File: src/rtl/fetch_unit_pkg.sv
`default_nettype none
// ============================================================================
//  Module      : fetch_unit_pkg
//  Description : Shared definitions for the instruction fetch unit and the
//                decoder that consumes its output: FSM state encoding,
//                4-bit opcode constants, instruction field positions and
//                the branch-class test.
//  Ports       : none (package)
//  Revision    : 1.0 - initial release
// ============================================================================
package fetch_unit_pkg;

   // ------------------------------------------------------------------------
   // Instruction word geometry
   // ------------------------------------------------------------------------
   localparam int INSTR_W = 16;
   localparam int OPC_W   = 4;

   // Field positions shared with the decoder
   localparam int OPC_MSB = 15;
   localparam int OPC_LSB = 12;
   localparam int RD_MSB  = 11;
   localparam int RD_LSB  = 8;
   localparam int RS_MSB  = 7;
   localparam int RS_LSB  = 4;
   localparam int RT_MSB  = 3;
   localparam int RT_LSB  = 0;
   localparam int IMM_MSB = 7;
   localparam int IMM_LSB = 0;

   typedef logic [OPC_W-1:0]   opcode_t;
   typedef logic [INSTR_W-1:0] instr_word_t;

   // Register-form view of an instruction word
   typedef struct packed {
      opcode_t    opc;
      logic [3:0] rd;
      logic [3:0] rs;
      logic [3:0] rt;
   } instr_fields_t;

   // ------------------------------------------------------------------------
   // Opcode map
   // ------------------------------------------------------------------------
   localparam opcode_t OPC_NOP   = 4'b0000;
   localparam opcode_t OPC_ADD   = 4'b0001;
   localparam opcode_t OPC_SUB   = 4'b0010;
   localparam opcode_t OPC_AND   = 4'b0011;
   localparam opcode_t OPC_OR    = 4'b0100;
   localparam opcode_t OPC_LDI   = 4'b0101;
   localparam opcode_t OPC_LOAD  = 4'b0110;
   localparam opcode_t OPC_STORE = 4'b0111;
   localparam opcode_t OPC_BRZ   = 4'b1100;   // branch class
   localparam opcode_t OPC_BRNZ  = 4'b1101;   // branch class

   // ------------------------------------------------------------------------
   // FSM state encoding
   // ------------------------------------------------------------------------
   localparam int ST_W = 2;
   localparam logic [ST_W-1:0] ST_IDLE   = 2'd0;
   localparam logic [ST_W-1:0] ST_FETCH  = 2'd1;
   localparam logic [ST_W-1:0] ST_ISSUE  = 2'd2;
   localparam logic [ST_W-1:0] ST_BRWAIT = 2'd3;

   // Branch-class instructions stall fetch until execute resolves them.
   function automatic logic is_branch(input opcode_t opcode);
      return (opcode == OPC_BRZ) || (opcode == OPC_BRNZ);
   endfunction

endpackage : fetch_unit_pkg
`default_nettype wire

File: src/rtl/fetch_unit_if.sv
`default_nettype none
// ============================================================================
//  Module      : fetch_unit_if
//  Description : Instruction memory read bus between the fetch unit
//                (master) and the instruction memory (slave).
//  Signals     : mem_req   - read request, held until acknowledged
//                mem_addr  - read address
//                mem_ack   - one-cycle completion, mem_rdata valid with it
//                mem_rdata - 16-bit instruction word
//  Revision    : 1.0 - initial release
// ============================================================================
interface fetch_unit_if #(
   parameter int ADDR_W = 16
);
   import fetch_unit_pkg::*;

   logic                mem_req;
   logic [ADDR_W-1:0]   mem_addr;
   logic                mem_ack;
   instr_word_t         mem_rdata;

   // Fetch unit side
   modport master (
      output mem_req,
      output mem_addr,
      input  mem_ack,
      input  mem_rdata
   );

   // Memory side
   modport slave (
      input  mem_req,
      input  mem_addr,
      output mem_ack,
      output mem_rdata
   );

endinterface : fetch_unit_if
`default_nettype wire

File: src/rtl/fetch_unit.sv
`default_nettype none
// ============================================================================
//  Module      : fetch_unit
//  Description : Single-issue instruction fetch unit. Reads one instruction
//                word at pc, latches it, presents it to the decoder for one
//                decode_enable cycle, then either fetches the next word or
//                waits for the execute stage to resolve a branch.
//
//  Ports       : clk            - clock, rising edge
//                reset_n        - synchronous active-low reset
//                run            - level, permits fetching
//                stall          - downstream busy, holds the issued word
//                bus            - instruction memory bus (master side)
//                instruction    - latched instruction word
//                decode_enable  - decoder capture strobe
//                branch_resolve - pulse, outstanding branch resolved
//                branch_taken   - qualifies branch_resolve
//                branch_target  - redirect address
//                pc             - address of the next fetch
//                busy           - high in every state except IDLE
//
//  Revision    : 1.0 - initial release
// ============================================================================
module fetch_unit
   import fetch_unit_pkg::*;
#(
   parameter int                 ADDR_W   = 16,
   parameter logic [ADDR_W-1:0]  RESET_PC = '0
) (
   input  wire logic                clk,
   input  wire logic                reset_n,

   input  wire logic                run,
   input  wire logic                stall,

   fetch_unit_if.master             bus,

   output      logic [INSTR_W-1:0]  instruction,
   output      logic                decode_enable,

   input  wire logic                branch_resolve,
   input  wire logic                branch_taken,
   input  wire logic [ADDR_W-1:0]   branch_target,

   output      logic [ADDR_W-1:0]   pc,
   output      logic                busy
);

   localparam logic [ADDR_W-1:0]  c_PC_STEP   = ADDR_W'(1);
   localparam logic [INSTR_W-1:0] c_INSTR_RST = '0;

   // ------------------------------------------------------------------------
   // State
   // ------------------------------------------------------------------------
   logic [ST_W-1:0]     r_state;
   logic [ADDR_W-1:0]   r_pc;
   logic [INSTR_W-1:0]  r_instr;

   logic [ST_W-1:0]     w_state_nxt;
   logic [ADDR_W-1:0]   w_pc_nxt;
   logic [INSTR_W-1:0]  w_instr_nxt;
   logic                w_is_branch;

   assign w_is_branch = is_branch(r_instr[OPC_MSB:OPC_LSB]);

   // ------------------------------------------------------------------------
   // Next-state logic
   //
   // mem_ack and branch_resolve are only looked at in the state that owns
   // them, so stray pulses elsewhere (including an ack for a request that a
   // reset abandoned) fall through with no effect.
   // ------------------------------------------------------------------------
   always_comb begin
      w_state_nxt = r_state;
      w_pc_nxt    = r_pc;
      w_instr_nxt = r_instr;

      case (r_state)
         ST_IDLE: begin
            if (run) begin
               w_state_nxt = ST_FETCH;
            end
         end

         // run is deliberately not examined here: an outstanding request
         // always completes and its word is always issued.
         ST_FETCH: begin
            if (bus.mem_ack) begin
               w_instr_nxt = bus.mem_rdata;
               w_pc_nxt    = r_pc + c_PC_STEP;   // wraps modulo 2^ADDR_W
               w_state_nxt = ST_ISSUE;
            end
         end

         // The word is handed over in the cycle stall is low; the exit
         // decision uses run sampled in that same cycle.
         ST_ISSUE: begin
            if (!stall) begin
               if (w_is_branch) begin
                  w_state_nxt = ST_BRWAIT;
               end else if (run) begin
                  w_state_nxt = ST_FETCH;
               end else begin
                  w_state_nxt = ST_IDLE;
               end
            end
         end

         // pc already points past the branch; overwrite it only when taken.
         ST_BRWAIT: begin
            if (branch_resolve) begin
               if (branch_taken) begin
                  w_pc_nxt = branch_target;
               end
               w_state_nxt = run ? ST_FETCH : ST_IDLE;
            end
         end

         default: begin
            w_state_nxt = ST_IDLE;
         end
      endcase
   end

   // ------------------------------------------------------------------------
   // Registers
   // ------------------------------------------------------------------------
   always_ff @(posedge clk) begin
      if (!reset_n) begin
         r_state <= ST_IDLE;
         r_pc    <= RESET_PC;
         r_instr <= c_INSTR_RST;
      end else begin
         r_state <= w_state_nxt;
         r_pc    <= w_pc_nxt;
         r_instr <= w_instr_nxt;
      end
   end

   // ------------------------------------------------------------------------
   // Outputs
   //
   // mem_req is a pure state decode, so it stays high for the whole FETCH
   // residency (i.e. until acknowledged). decode_enable follows stall
   // combinationally so the decoder captures in the very cycle stall drops.
   // ------------------------------------------------------------------------
   assign bus.mem_req   = (r_state == ST_FETCH);
   assign bus.mem_addr  = r_pc;
   assign instruction   = r_instr;
   assign decode_enable = (r_state == ST_ISSUE) && !stall;
   assign pc            = r_pc;
   assign busy          = (r_state != ST_IDLE);

endmodule : fetch_unit
`default_nettype wire

File: src/flat_wrapper.sv
// flat-port wrapper written by rule: the top's interface ports become plain ports
module fetch_unit_flat import fetch_unit_pkg::*;
#(
   parameter int                 ADDR_W   = 16,
   parameter logic [ADDR_W-1:0]  RESET_PC = '0
)
  (clk, reset_n, run, stall, instruction, decode_enable, branch_resolve, branch_taken, branch_target, pc, busy, bus_mem_req, bus_mem_addr, bus_mem_ack, bus_mem_rdata);
  fetch_unit_if #(.ADDR_W(ADDR_W)) bus_i ();
  input  wire logic clk;
  input  wire logic reset_n;
  input  wire logic run;
  input  wire logic stall;
  output      logic [INSTR_W-1:0] instruction;
  output      logic decode_enable;
  input  wire logic branch_resolve;
  input  wire logic branch_taken;
  input  wire logic [ADDR_W-1:0] branch_target;
  output      logic [ADDR_W-1:0] pc;
  output      logic busy;
  output wire logic [$bits(bus_i.mem_req)-1:0] bus_mem_req;
  output wire logic [$bits(bus_i.mem_addr)-1:0] bus_mem_addr;
  input wire logic [$bits(bus_i.mem_ack)-1:0] bus_mem_ack;
  input wire logic [$bits(bus_i.mem_rdata)-1:0] bus_mem_rdata;
  assign bus_mem_req = bus_i.mem_req;
  assign bus_mem_addr = bus_i.mem_addr;
  assign bus_i.mem_ack = bus_mem_ack;
  assign bus_i.mem_rdata = bus_mem_rdata;
  fetch_unit #(.ADDR_W(ADDR_W), .RESET_PC(RESET_PC)) u_core (.clk(clk), .reset_n(reset_n), .run(run), .stall(stall), .bus(bus_i), .instruction(instruction), .decode_enable(decode_enable), .branch_resolve(branch_resolve), .branch_taken(branch_taken), .branch_target(branch_target), .pc(pc), .busy(busy));
endmodule
File: config.mk
export PLATFORM = sky130hd
export DESIGN_NAME = fetch_unit_flat
export DESIGN_NICKNAME = d
export VERILOG_FILES = /design/src/rtl/fetch_unit_pkg.sv /design/src/rtl/fetch_unit_if.sv /design/src/rtl/fetch_unit.sv /design/src/flat_wrapper.sv
export SDC_FILE = /design/constraint.sdc
export NUM_CORES = 1
export LEC_CHECK = 0
export BUFFER_PORTS_ARGS = -buffer_cell sky130_fd_sc_hd__buf_2
export CAP_MARGIN = 10
export CORE_ASPECT_RATIO = 0.6
export CORE_UTILIZATION = 43
export CTS_BUF_LIST = sky130_fd_sc_hd__clkbuf_8
export DETAILED_ROUTE_END_ITERATION = 10
export GPL_ROUTABILITY_DRIVEN = 0
export HOLD_SLACK_MARGIN = 0.05
export PLACE_DENSITY = 0.78
export SKIP_LAST_GASP = 1
export SLEW_MARGIN = 20
export SYNTH_ARGS = -nofsm -noshare
export SYNTH_HDL_FRONTEND = slang
export SYNTH_SLANG_ARGS = --single-unit
export TNS_END_PERCENT = 5
File: constraint.sdc
create_clock -name clk -period 1.39 [get_ports clk]
set_input_delay 0.417 -clock clk [delete_from_list [all_inputs] [get_ports clk]]
set_output_delay 0.417 -clock clk [all_outputs]
set_load 0.01 [all_outputs]
==> impl_metrics.env <==
export IMPL_coreArea_sq_mm=0.004189
export IMPL_final_fill_count=379
export IMPL_cts_sink_count=34
export IMPL_synth_nets=289
export IMPL_postLayoutCellArea_sq_mm=0.002810
export IMPL_antennaDiodeCount=0
export IMPL_timing_rr_end="u_core.bus.mem_addr[9]$_SDFFE_PN0P_"
export IMPL_synth_area_per_cell_sq_um=7.653
export IMPL_cts_buffer_depth=2
export IMPL_drcViolationCount=0
export IMPL_synth_area_leader_cell="dfxtp_1"
export IMPL_power_frac_comb=0.180
export IMPL_switching_share=0.2606
export IMPL_drtIter0Drc=138
export IMPL_globalRouteOverflowTotal=0
export IMPL_setup_viol=27
export IMPL_start_kind="flip-flop"
export IMPL_io_pins=90
export IMPL_antenna_found_initial=0
export IMPL_skew_ns=0.007642
export IMPL_syn_inst=249
export IMPL_p_leak_uw=0.001279
export IMPL_finalCritPeriodShare=1.116
export IMPL_fin_crit_ns=1.552
export IMPL_synth_top_cell_area_share=0.3572
export IMPL_cts_buffers=5
export IMPL_vdd_drop_max_mv=0.5411
export IMPL_drt_wl_total_um=5957
export IMPL_path_class="flip-flop to primary output"
export IMPL_synth_edf_count=0
export IMPL_initial_core_util=0.4549
export IMPL_synth_distinct_cells=42
export IMPL_worst_pin_slew_ns=0.3200
export IMPL_final_cell_mix="buf_2, nand2_1, buf_4, dfxtp_1, a21oi_1"
export IMPL_worstPathArrival_ns=1.13
export IMPL_max_freq_ghz=0.6444
export IMPL_grt_max_degree=18
export IMPL_hold_viol_final=0
export IMPL_cp_max_fo=5
export IMPL_path_clk_slew_ns=0.07
export IMPL_ys_ff_latch=34
export IMPL_io_buffers=89
export IMPL_die_h_um=53.57
export IMPL_synthTopCellsByArea="dfxtp_1, nand2_1, a21oi_1, buf_4, nor4_1"
export IMPL_first_global_vias=1895
export IMPL_utilization=0.6708
export IMPL_wl_per_cell_um=14.08
export IMPL_rsz0062_at_grt="true"
export IMPL_vias=2234
export IMPL_setup_slack_ns=-0.1619
export IMPL_hold_depth=3
export IMPL_switchingPower_uw=618.4
export IMPL_synth_async_sr_flop_share=0
export IMPL_startpoint="u_core.r_state[0]$_SDFFE_PN0P_"
export IMPL_yosys_warnings=0
export IMPL_tritoncts="done"
export IMPL_root_buffer="clkbuf_8"
export IMPL_maxCapViolations=0
export IMPL_status="complete, but fails checks"
export IMPL_firstDrtPassIters=4
export IMPL_final_nets=402
export IMPL_min_from="bus_mem_rdata[1]"
export IMPL_cts_max_level=2
export IMPL_grt_pass1_wl_um=9218
export IMPL_netlist_area_sq_mm=0.001906
export IMPL_worst_r2r_cell_count=6
export IMPL_slew_violations=0
export IMPL_die_area_sq_mm=0.004711
export IMPL_p_int_uw=1755
export IMPL_clk_insertion_delay_late_ns=0.30
export IMPL_drive_gt1_frac=0.4490
export IMPL_routed_via_density=5.281
export IMPL_synth_ff_type="dfxtp_1"
export IMPL_cp_required_ns=0.97
export IMPL_p_seq_frac=0.436
export IMPL_dieWidth_um=87.94
export IMPL_violations="negative setup slack"
export IMPL_hold_path_end="u_core.instruction[1]$_SDFFE_PN0P_"
export IMPL_end_kind="primary output"
export IMPL_seq_area_frac_synth=0.3572
export IMPL_dp_hpwl_um=4258
export IMPL_area_delta_synth_final_pct=47.47
export IMPL_grt_total_usage=0.2664
export IMPL_pre_cts_slack_ns=-0.1525
export IMPL_final_common_cell="buf_2"
export IMPL_rows=18
export IMPL_hold_class="input port to flip-flop"
export IMPL_antenna_left=0
export IMPL_place_area_sq_mm=0.002571
export IMPL_relSlewSlack=0.7847
export IMPL_clock_power_share=0.385
export IMPL_power_density_mw_per_mm2=844.4
export IMPL_rrSetupSlack_ns=-0.10
export IMPL_timing_rr_start="u_core.r_state[0]$_SDFFE_PN0P_"
==> flip-flops by register name, summed over array words and instances (netlist names) <==
register,count
u_core.bus.mem_addr,16
u_core.r_state,2
u_core.instruction,16
==> metal layers <==
metal	vias to the layer above	track usage	share of wire
met1	1023	0.3679	0.48
met5	-	0	0
met2	105	0.3889	0.42
li1	1100	-	-
met3	6	0.08436	0.094
met4	0	0.09836	0.011
==> critical path, stage by stage, from the launching register on <==
cell and delay, ns:
dfxtp_4 0.37, buf_12 0.13, or2_4 0.22, buf_6 0.12
==> Yosys cell counts (2+ instances only) <==
library cell / n
nor2b_1: 2
a31oi_1: 4
dfxtp_1: 34
and3b_1: 2
nor4_1: 10
and3_1: 2
nor3b_1: 2
a22oi_1: 4
mux2i_1: 3
o21ai_0: 12
nand3b_1: 3
inv_1: 2
o31ai_1: 2
nand4b_1: 2
nor2_1: 7
and2_1: 4
nor3_1: 3
clkbuf_1: 7
or3_1: 2
o221ai_1: 3
buf_4: 16
buf_6: 3
buf_1: 2
a21o_1: 2
nand4_1: 6
o211ai_1: 3
a21oi_1: 25
nand2_1: 54
nand3_1: 10
nand2b_1: 2
buf_2: 5
==> kinds of logic (layout without fill, tap and decap cells) <==
| group | after synthesis | count (layout) | synth area share |
|---|---|---|---|
| muxes | 3 | 3 | 0.01576 |
| buffers and inverters | 35 | 149 | 0.1156 |
| adders and majority gates | 1 | 1 | 0.006565 |
| DFF | 34 | 34 | 0.3572 |
| AOI/OAI and AO/OA | 60 | 60 | 0.1950 |
| and+or+nand+nor | 116 | 116 | 0.3099 |
==> area by class of cell <==
class,instances,area (sq um),share of cell area
Clock buffer,5,68.82,0.02449
Timing Repair Buffer,139,868.3,0.3090
Sequential cell,34,688.2,0.2449
Multi-Input combinational cell,180,1062,0.3780
Clock inverter,3,40.04,0.01425
Inverter,2,7.507,0.002671
Tap cell,60,75.07,0.02671
==> worst max path at each step <==
stage,endpoint,depth (start not counted)
3_5_place_dp,u_core.bus.mem_addr[13]$_SDFFE_PN0P_,7
4_1_cts,busy,3
3_3_place_gp,u_core.bus.mem_addr[8]$_SDFFE_PN0P_,6
5_1_grt,busy,3
6_report,busy,3
2_1_floorplan,u_core.bus.mem_addr[11]$_SDFFE_PN0P_,7
==> power by group through the flow <==
stage / registers [uW] / clock network (uW) / logic, uW
2_1_floorplan: 1080 / 0 / 167
3_3_place_gp: 1050 / 0 / 362
3_5_place_dp: 1060 / 0 / 368
4_1_cts: 1030 / 920 / 411
5_1_grt: 1040 / 977 / 465
6_report: 1030 / 913 / 427
==> through the flow <==
step	cells	hold slack, ns	power [uW]	TNS, ns
2_1_floorplan	249	0.4805	1245	-0.4130
3_3_place_gp	409	0.4386	1416	-0.7413
3_5_place_dp	409	0.4463	1424	-1.429
4_1_cts	421	0.3464	2363	-1.727
5_1_grt	423	0.3504	2480	-3.586
6_report	423	0.3515	2373	-1.870
==> repair_timing <==
item,in CTS,in global routing
cloned,1,0
hold buffers,0,0
endpoints found under the setup margin,19,32
setup buffers,3,2
resized for setup,6,7
Power figures use the tool's default switching activity.
